[src/rtl/player_motion_ctrl.sv]
// Per-frame player state engine: rotation, movement and per-axis wall checks.
// Map-read collision is enabled by defining PLAYER_MOTION_COLLISION_EN; otherwise only bounds apply.
module player_motion_ctrl #(
    parameter int unsigned N           = 24,
    parameter int unsigned INT_BITS    = 8,
    parameter int unsigned FRAC_BITS   = 8,
    parameter int unsigned MAP_WIDTH   = 8,
    parameter int unsigned MAP_LATENCY = 2,
    parameter logic [INT_BITS+FRAC_BITS-1:0] COS_ROT    = 16'h00FC,
    parameter logic [INT_BITS+FRAC_BITS-1:0] SIN_ROT    = 16'h002C,
    parameter logic [INT_BITS+FRAC_BITS-1:0] MOVE_SPEED = 16'h0040,
    parameter logic [INT_BITS+FRAC_BITS-1:0] START_X    = 16'h0C80,
    parameter logic [INT_BITS+FRAC_BITS-1:0] START_Y    = 16'h0C80,
    parameter logic [INT_BITS+FRAC_BITS-1:0] PLANE_MAG  = 16'h00A9
) (
    input  logic                               pixel_clk_in,
    input  logic                               rst_n_in,
    input  logic                               frame_tick_in,
    input  logic [1:0]                         move_dir_in,
    input  logic [1:0]                         rot_dir_in,
    output logic [$clog2(N*N)-1:0]             map_addr_out,
    output logic                               map_rd_en_out,
    input  logic [MAP_WIDTH-1:0]               map_data_in,
    output logic [INT_BITS+FRAC_BITS-1:0]      pos_x_out,
    output logic [INT_BITS+FRAC_BITS-1:0]      pos_y_out,
    output logic [INT_BITS+FRAC_BITS-1:0]      dir_x_out,
    output logic [INT_BITS+FRAC_BITS-1:0]      dir_y_out,
    output logic [INT_BITS+FRAC_BITS-1:0]      plane_x_out,
    output logic [INT_BITS+FRAC_BITS-1:0]      plane_y_out,
    output logic                               busy_out,
    output logic                               update_done_out
);
    localparam int unsigned W  = INT_BITS + FRAC_BITS;
    localparam int unsigned AW = $clog2(N*N);
    localparam int unsigned PW = 2*W + 1;

    localparam logic [2:0] S_IDLE      = 3'd0;
    localparam logic [2:0] S_ROTATE    = 3'd1;
    localparam logic [2:0] S_MOVE_CALC = 3'd2;
    localparam logic [2:0] S_RD_X      = 3'd3;
    localparam logic [2:0] S_DONE      = 3'd7;
`ifdef PLAYER_MOTION_COLLISION_EN
    localparam logic [2:0] S_WAIT_X    = 3'd4;
    localparam logic [2:0] S_RD_Y      = 3'd5;
    localparam logic [2:0] S_WAIT_Y    = 3'd6;
    localparam int unsigned CW = $clog2(MAP_LATENCY + 1);
`endif

    function automatic logic signed [PW-1:0] mul(input logic signed [W-1:0] a,
                                                 input logic signed [W-1:0] b);
        return PW'(a) * PW'(b);
    endfunction

    // Round half up, then arithmetic shift back to W bits.
    function automatic logic signed [W-1:0] rnd(input logic signed [PW-1:0] v);
        logic signed [PW-1:0] t;
        t = v + PW'(1 << (FRAC_BITS - 1));
        t = t >>> FRAC_BITS;
        return t[W-1:0];
    endfunction

    function automatic logic [2*W-1:0] rotate(input logic signed [W-1:0] x,
                                              input logic signed [W-1:0] y,
                                              input logic                left);
        logic signed [PW-1:0] xc, xs, yc, ys;
        xc = mul(x, $signed(COS_ROT));
        xs = mul(x, $signed(SIN_ROT));
        yc = mul(y, $signed(COS_ROT));
        ys = mul(y, $signed(SIN_ROT));
        if (left) return {rnd(xc - ys), rnd(xs + yc)};
        return {rnd(xc + ys), rnd(yc - xs)};
    endfunction

    function automatic logic signed [W-1:0] step(input logic signed [W-1:0] d, input logic fwd);
        logic signed [PW-1:0] p;
        p = mul(d, $signed(MOVE_SPEED));
        return fwd ? rnd(p) : rnd(-p);
    endfunction

    function automatic logic in_bounds(input logic signed [W-1:0] c);
        return !c[W-1] && (32'(c[W-1:FRAC_BITS]) < N);
    endfunction

    logic [2:0]          state_q, state_d;
    logic [1:0]          mv_q, mv_d, rt_q, rt_d;
    logic signed [W-1:0] pos_x_q, pos_x_d, pos_y_q, pos_y_d;
    logic signed [W-1:0] dir_x_q, dir_x_d, dir_y_q, dir_y_d;
    logic signed [W-1:0] plane_x_q, plane_x_d, plane_y_q, plane_y_d;
    logic signed [W-1:0] cand_x_q, cand_x_d, cand_y_q, cand_y_d;
    logic                busy_q, busy_d, done_q, done_d;
    logic [2*W-1:0]      dir_rot_c, plane_rot_c;
    logic signed [W-1:0] cand_x_c, cand_y_c;

    assign dir_rot_c   = rotate(dir_x_q, dir_y_q, rt_q[1]);
    assign plane_rot_c = rotate(plane_x_q, plane_y_q, rt_q[1]);
    assign cand_x_c    = pos_x_q + step(dir_x_q, mv_q[1]);
    assign cand_y_c    = pos_y_q + step(dir_y_q, mv_q[1]);

`ifdef PLAYER_MOTION_COLLISION_EN
    function automatic logic [AW-1:0] cell_addr(input logic signed [W-1:0] x,
                                                input logic signed [W-1:0] y);
        return AW'(32'(y[W-1:FRAC_BITS]) * N + 32'(x[W-1:FRAC_BITS]));
    endfunction

    logic                rd_en_q, rd_en_d, ok_q, ok_d;
    logic [AW-1:0]       addr_q, addr_d;
    logic [CW-1:0]       cnt_q, cnt_d;
    logic signed [W-1:0] new_x_c;

    // X axis result feeds the Y probe so the player slides along walls.
    assign new_x_c       = (ok_q && map_data_in == '0) ? cand_x_q : pos_x_q;
    assign map_rd_en_out = rd_en_q;
    assign map_addr_out  = addr_q;
`else
    localparam int unsigned MAP_LATENCY_UNUSED = MAP_LATENCY;
    logic map_data_unused;
    assign map_data_unused = ^map_data_in;
    assign map_rd_en_out   = 1'b0;
    assign map_addr_out    = '0;
`endif

    always_comb begin
        state_d   = state_q;
        mv_d      = mv_q;
        rt_d      = rt_q;
        pos_x_d   = pos_x_q;
        pos_y_d   = pos_y_q;
        dir_x_d   = dir_x_q;
        dir_y_d   = dir_y_q;
        plane_x_d = plane_x_q;
        plane_y_d = plane_y_q;
        cand_x_d  = cand_x_q;
        cand_y_d  = cand_y_q;
        busy_d    = busy_q;
        done_d    = 1'b0;
`ifdef PLAYER_MOTION_COLLISION_EN
        rd_en_d   = 1'b0;
        ok_d      = ok_q;
        addr_d    = addr_q;
        cnt_d     = cnt_q;
`endif
        case (state_q)
            S_IDLE: begin
                if (done_q) busy_d = 1'b0;
                if (frame_tick_in && !busy_q) begin
                    mv_d   = move_dir_in;
                    rt_d   = rot_dir_in;
                    busy_d = 1'b1;
                    if (^rot_dir_in)       state_d = S_ROTATE;
                    else if (^move_dir_in) state_d = S_MOVE_CALC;
                    else                   state_d = S_DONE;
                end
            end
            S_ROTATE: begin
                {dir_x_d, dir_y_d}     = dir_rot_c;
                {plane_x_d, plane_y_d} = plane_rot_c;
                state_d = (^mv_q) ? S_MOVE_CALC : S_DONE;
            end
            S_MOVE_CALC: begin
                cand_x_d = cand_x_c;
                cand_y_d = cand_y_c;
`ifdef PLAYER_MOTION_COLLISION_EN
                ok_d    = in_bounds(cand_x_c);
                rd_en_d = in_bounds(cand_x_c);
                if (in_bounds(cand_x_c)) addr_d = cell_addr(cand_x_c, pos_y_q);
`endif
                state_d = S_RD_X;
            end
`ifdef PLAYER_MOTION_COLLISION_EN
            S_RD_X: begin
                cnt_d   = CW'(MAP_LATENCY - 1);
                state_d = S_WAIT_X;
            end
            S_WAIT_X: begin
                if (cnt_q != '0) begin
                    cnt_d = cnt_q - CW'(1);
                end else begin
                    pos_x_d = new_x_c;
                    ok_d    = in_bounds(cand_y_q);
                    rd_en_d = in_bounds(cand_y_q);
                    if (in_bounds(cand_y_q)) addr_d = cell_addr(new_x_c, cand_y_q);
                    state_d = S_RD_Y;
                end
            end
            S_RD_Y: begin
                cnt_d   = CW'(MAP_LATENCY - 1);
                state_d = S_WAIT_Y;
            end
            S_WAIT_Y: begin
                if (cnt_q != '0) begin
                    cnt_d = cnt_q - CW'(1);
                end else begin
                    if (ok_q && map_data_in == '0) pos_y_d = cand_y_q;
                    state_d = S_DONE;
                end
            end
`else
            // Single commit cycle stands in for the skipped map round trips.
            S_RD_X: begin
                if (in_bounds(cand_x_q)) pos_x_d = cand_x_q;
                if (in_bounds(cand_y_q)) pos_y_d = cand_y_q;
                state_d = S_DONE;
            end
`endif
            S_DONE: begin
                done_d  = 1'b1;
                state_d = S_IDLE;
            end
            default: state_d = S_IDLE;
        endcase
    end

    always_ff @(posedge pixel_clk_in or negedge rst_n_in) begin
        if (!rst_n_in) begin
            state_q   <= S_IDLE;
            mv_q      <= '0;
            rt_q      <= '0;
            pos_x_q   <= $signed(START_X);
            pos_y_q   <= $signed(START_Y);
            dir_x_q   <= '0;
            dir_y_q   <= W'(1 << FRAC_BITS);
            plane_x_q <= $signed(PLANE_MAG);
            plane_y_q <= '0;
            cand_x_q  <= '0;
            cand_y_q  <= '0;
            busy_q    <= 1'b0;
            done_q    <= 1'b0;
`ifdef PLAYER_MOTION_COLLISION_EN
            rd_en_q   <= 1'b0;
            ok_q      <= 1'b0;
            addr_q    <= '0;
            cnt_q     <= '0;
`endif
        end else begin
            state_q   <= state_d;
            mv_q      <= mv_d;
            rt_q      <= rt_d;
            pos_x_q   <= pos_x_d;
            pos_y_q   <= pos_y_d;
            dir_x_q   <= dir_x_d;
            dir_y_q   <= dir_y_d;
            plane_x_q <= plane_x_d;
            plane_y_q <= plane_y_d;
            cand_x_q  <= cand_x_d;
            cand_y_q  <= cand_y_d;
            busy_q    <= busy_d;
            done_q    <= done_d;
`ifdef PLAYER_MOTION_COLLISION_EN
            rd_en_q   <= rd_en_d;
            ok_q      <= ok_d;
            addr_q    <= addr_d;
            cnt_q     <= cnt_d;
`endif
        end
    end

    assign pos_x_out       = pos_x_q;
    assign pos_y_out       = pos_y_q;
    assign dir_x_out       = dir_x_q;
    assign dir_y_out       = dir_y_q;
    assign plane_x_out     = plane_x_q;
    assign plane_y_out     = plane_y_q;
    assign busy_out        = busy_q;
    assign update_done_out = done_q;

endmodule

[config.mk]
export PLATFORM = sky130hd
export DESIGN_NAME = player_motion_ctrl
export DESIGN_NICKNAME = d
export VERILOG_FILES = /design/src/rtl/player_motion_ctrl.sv
export SDC_FILE = /design/constraint.sdc
export NUM_CORES = 2
export LEC_CHECK = 0
export CAP_MARGIN = 10
export CORE_MARGIN = 8
export CORE_UTILIZATION = 28
export CTS_CLUSTER_SIZE = 12
export DETAILED_ROUTE_END_ITERATION = 8
export GPL_TIMING_DRIVEN = 0
export PLACE_DENSITY = 0.48
export SETUP_SLACK_MARGIN = 0.1
export SLEW_MARGIN = 10
export SYNTH_ARGS = -nofsm -noshare
export SYNTH_HDL_FRONTEND = slang
export SYNTH_SLANG_ARGS = --single-unit
[constraint.sdc]
create_clock -name pixel_clk_in -period 7.7 [get_ports pixel_clk_in]
set_input_delay 0.77 -clock pixel_clk_in [delete_from_list [all_inputs] [get_ports pixel_clk_in]]
set_output_delay 0.77 -clock pixel_clk_in [all_outputs]
set_load 0.03 [all_outputs]
==> reports/results.ini <==
[yosys]
synth_most_common_cell = inv_1
synthArstFlopShare_pct = 100
synth-seq-cells = 136
synth_edf_count = 0
post-synth-top-area-cell = ha_1
avgSynthCellArea_um2 = 8.42
synth_top_area_share_pct = 25.9
yosys_warnings = 0
syn-cell-area_um2 = 33100
synthTopCellsByArea = ha_1, fa_1, dfrtp_1
yosys.cell_types.count = 86
syn_inst = 3929
synth_flop_cell = dfrtp_1
yosysSeqAreaShare_pct = 10.3
synth_commonest_cells = inv_1, ha_1, fa_1, xnor2_1, nor2_1

[cells_and_area]
layout-drive-gt1-share_pct = 5.61
diodes = 0
fin_area_um2 = 37400
area_delta_synth_final_pct = 13.1
fin_cells = 5672
fin_nets = 5093
n_fill_cell = 12608

[route]
dr_total_vias = 26751
routed-wl-met3_mm = 3.18
drc = 0
wl_met1_mm = 44.9
drt_iter0_drc = 1132
drt-wirelength-per-cell_um = 17.4
drt_wl_total_mm = 98.8
post_drt_via_cell_ratio = 4.72
top_layer = met4
first_pass_iters = 5
dr_wl_met2_mm = 48.1
detail-route-antenna-nets = 0

[place]
gp_congestion = 0.827
placed_area_um2 = 36100
dpl.cell_count = 5581
hpwl_mm = 80.8
port_buffers = 104

[global_routing]
grt_pass1_vias = 27942
antenna_found_initial = 0
grt_max_degree = 79
grt_pass1_wl_mm = 155
track_usage_pct = 15.1
overflow = 0

[setup_path]
critical-path-max-stage-delay_ns = 0.62
end_kind = register
crit_fanout = 6
path_class = register to register
path_common_cell = ha_1
rr_endpoint = plane_x_out[15]$_DFFE_PN0P_
required_ns = 8.04
crit_start = plane_x_out[3]$_DFFE_PN1P_
ff2ff_setup_slack_ns = 0.37
ff2ff_path_depth = 31
startpoint_type = register
r2r_start = plane_x_out[3]$_DFFE_PN1P_
crit_end = plane_x_out[15]$_DFFE_PN0P_
crit_slowest_cell = dfstp_4
cp.arrival_ns = 7.67

[sta]
layout_min_cycle_time_ns = 7.33
max_slew_margin_pct = 14.0
finalCritPeriodShare_pct = 95.2
worstMarginPinSlew_ns = 1.29
finalSetupViolations = 0
max_freq_mhz = 136
drv_slew = 0
hold_viol_final = 0
grt_setup_unrepaired = true
fin_worst_skew_ns = 0.0165
setup_tns_ns = 0

[cts]
h-tree-depth = 4
clock_latency_ns = 0.50
cts-root-buf = clkbuf_16
hold_buffers = 0
cts.sink_count = 136
tritoncts = yes
cts_buffer_depth = 2
clkTransAtPathRegs_ns = 0.08
cts_buffers = 17

[outcome]
status = complete, no violations

[die]
core-area_um2 = 118000
die_h_um = 360
ioPinCount = 124
fp-row-count = 126
start_util_pct = 28.1
die_x_um = 360
die_area_um2 = 129000

[flow_run]
drv_cap = 0

[hold_path]
hold_class = input port to async pin

-- kinds of logic (layout without fill, tap and decap cells) --
group / Yosys count / after routing / share of synthesized area, %
flops: 136 / 136 / 10.3
xor+xnor: 348 / 348 / 9.24
buf+inv: 890 / 1087 / 10.2
other cells: 1 / 11 / 0.0113
compound gates: 801 / 801 / 15.7
fa+ha+maj: 956 / 956 / 42.3
mux: 40 / 40 / 1.32
simple gates: 757 / 757 / 10.8
-- area by class of cell --
cell class / instances / area, um^2 / area share, %
flip-flops and latches: 136 / 3450 / 9.22
inverters: 818 / 3100 / 8.29
clock inverters: 14 / 136 / 0.365
plain buffers: 72 / 315 / 0.843
repair buffers: 165 / 1550 / 4.15
well taps: 1536 / 1920 / 5.14
clock buffers: 18 / 429 / 1.15
multi-input cells: 2913 / 26500 / 70.9
-- state kept, by name, summed over array words and instances, names as in the netlist --
register / flops
busy_out: 1
dir_y_out: 16
plane_x_out: 16
dir_x_out: 16
cand_y_q: 16
rt_q: 1
pos_x_out: 16
cand_x_q: 16
update_done_out: 1
plane_y_out: 16
mv_q: 2
state_q: 3
pos_y_out: 16
-- cells in the final DEF (no fill, tap or decap), drive strengths merged, types with 11 or more instances in the layout --
cell type and instances:
inv 817, ha 685, fa 270, xnor2 239
nor2 209, a21oi 204, o21ai 203, nand2 199
dfrtp 125, xor2 109, clkdlybuf4s50 103, buf 81
nor3 79, a21o 76, clkbuf 71, nand3 64
o21a 53, a211oi 53, and3 38, nor2b 36
o21bai 31, nand2b 30, o211ai 28, mux2 28
or3 23, nand4 21, a31oi 21, and2 17
a21boi 16, o31ai 13, mux2i 12, conb 11
dfstp 11
-- worst max-delay path: cells and delay by family (launching register included) --
kind	cells	cell delay, ns
AOI/OAI and AO/OA	13	2.54
xor gates and xnor gates	2	0.35
adders and majority gates	7	2.59
buffers and inverters	4	0.29
DFF	1	0.62
and+or+nand+nor	5	0.79
-- layer usage --
metal  up-vias  global-route usage [%]
met4         0                    4.24
met5         -                       0
met1     12919                    19.1
li1      13377                       -
met3       118                    2.20
met2       337                    26.8
-- metrics by stage --
stage	utilization, %	hold slack [ns]	setup slack [ns]
5_1_grt	31.8	0.276	0.0912
6_report	31.8	0.241	0.367
3_3_place_gp	30.7	0.457	-1.24
2_1_floorplan	-	0.442	0.502
4_1_cts	31.3	0.249	0.0827
3_5_place_dp	30.7	0.458	-0.597
-- timing repair --
item | 4_1_cts | 5_1_grt
gates cloned | 0 | 0
endpoints found under the setup margin | 8 | 15
buffers inserted | 14 | 44
gates resized for setup | 22 | 45
pin swaps | 0 | 17
-- how the worst min path moves through the flow --
stage                                           to  depth (start not counted)  slack (ns)
after floorplan            cand_x_q[0]$_DFFE_PN0N_                          2        0.44
after global placement     cand_x_q[9]$_DFFE_PN0N_                          2        0.46
after detailed placement   cand_x_q[1]$_DFFE_PN0N_                          2        0.46
after CTS                 pos_y_out[1]$_DFFE_PN0P_                          1        0.25
after global routing      pos_y_out[1]$_DFFE_PN0P_                          1        0.28
final                     pos_y_out[1]$_DFFE_PN0P_                          1        0.24
Power is not shown: default switching activity piles up to over one toggle a cycle in this logic, so the estimate is an artifact.
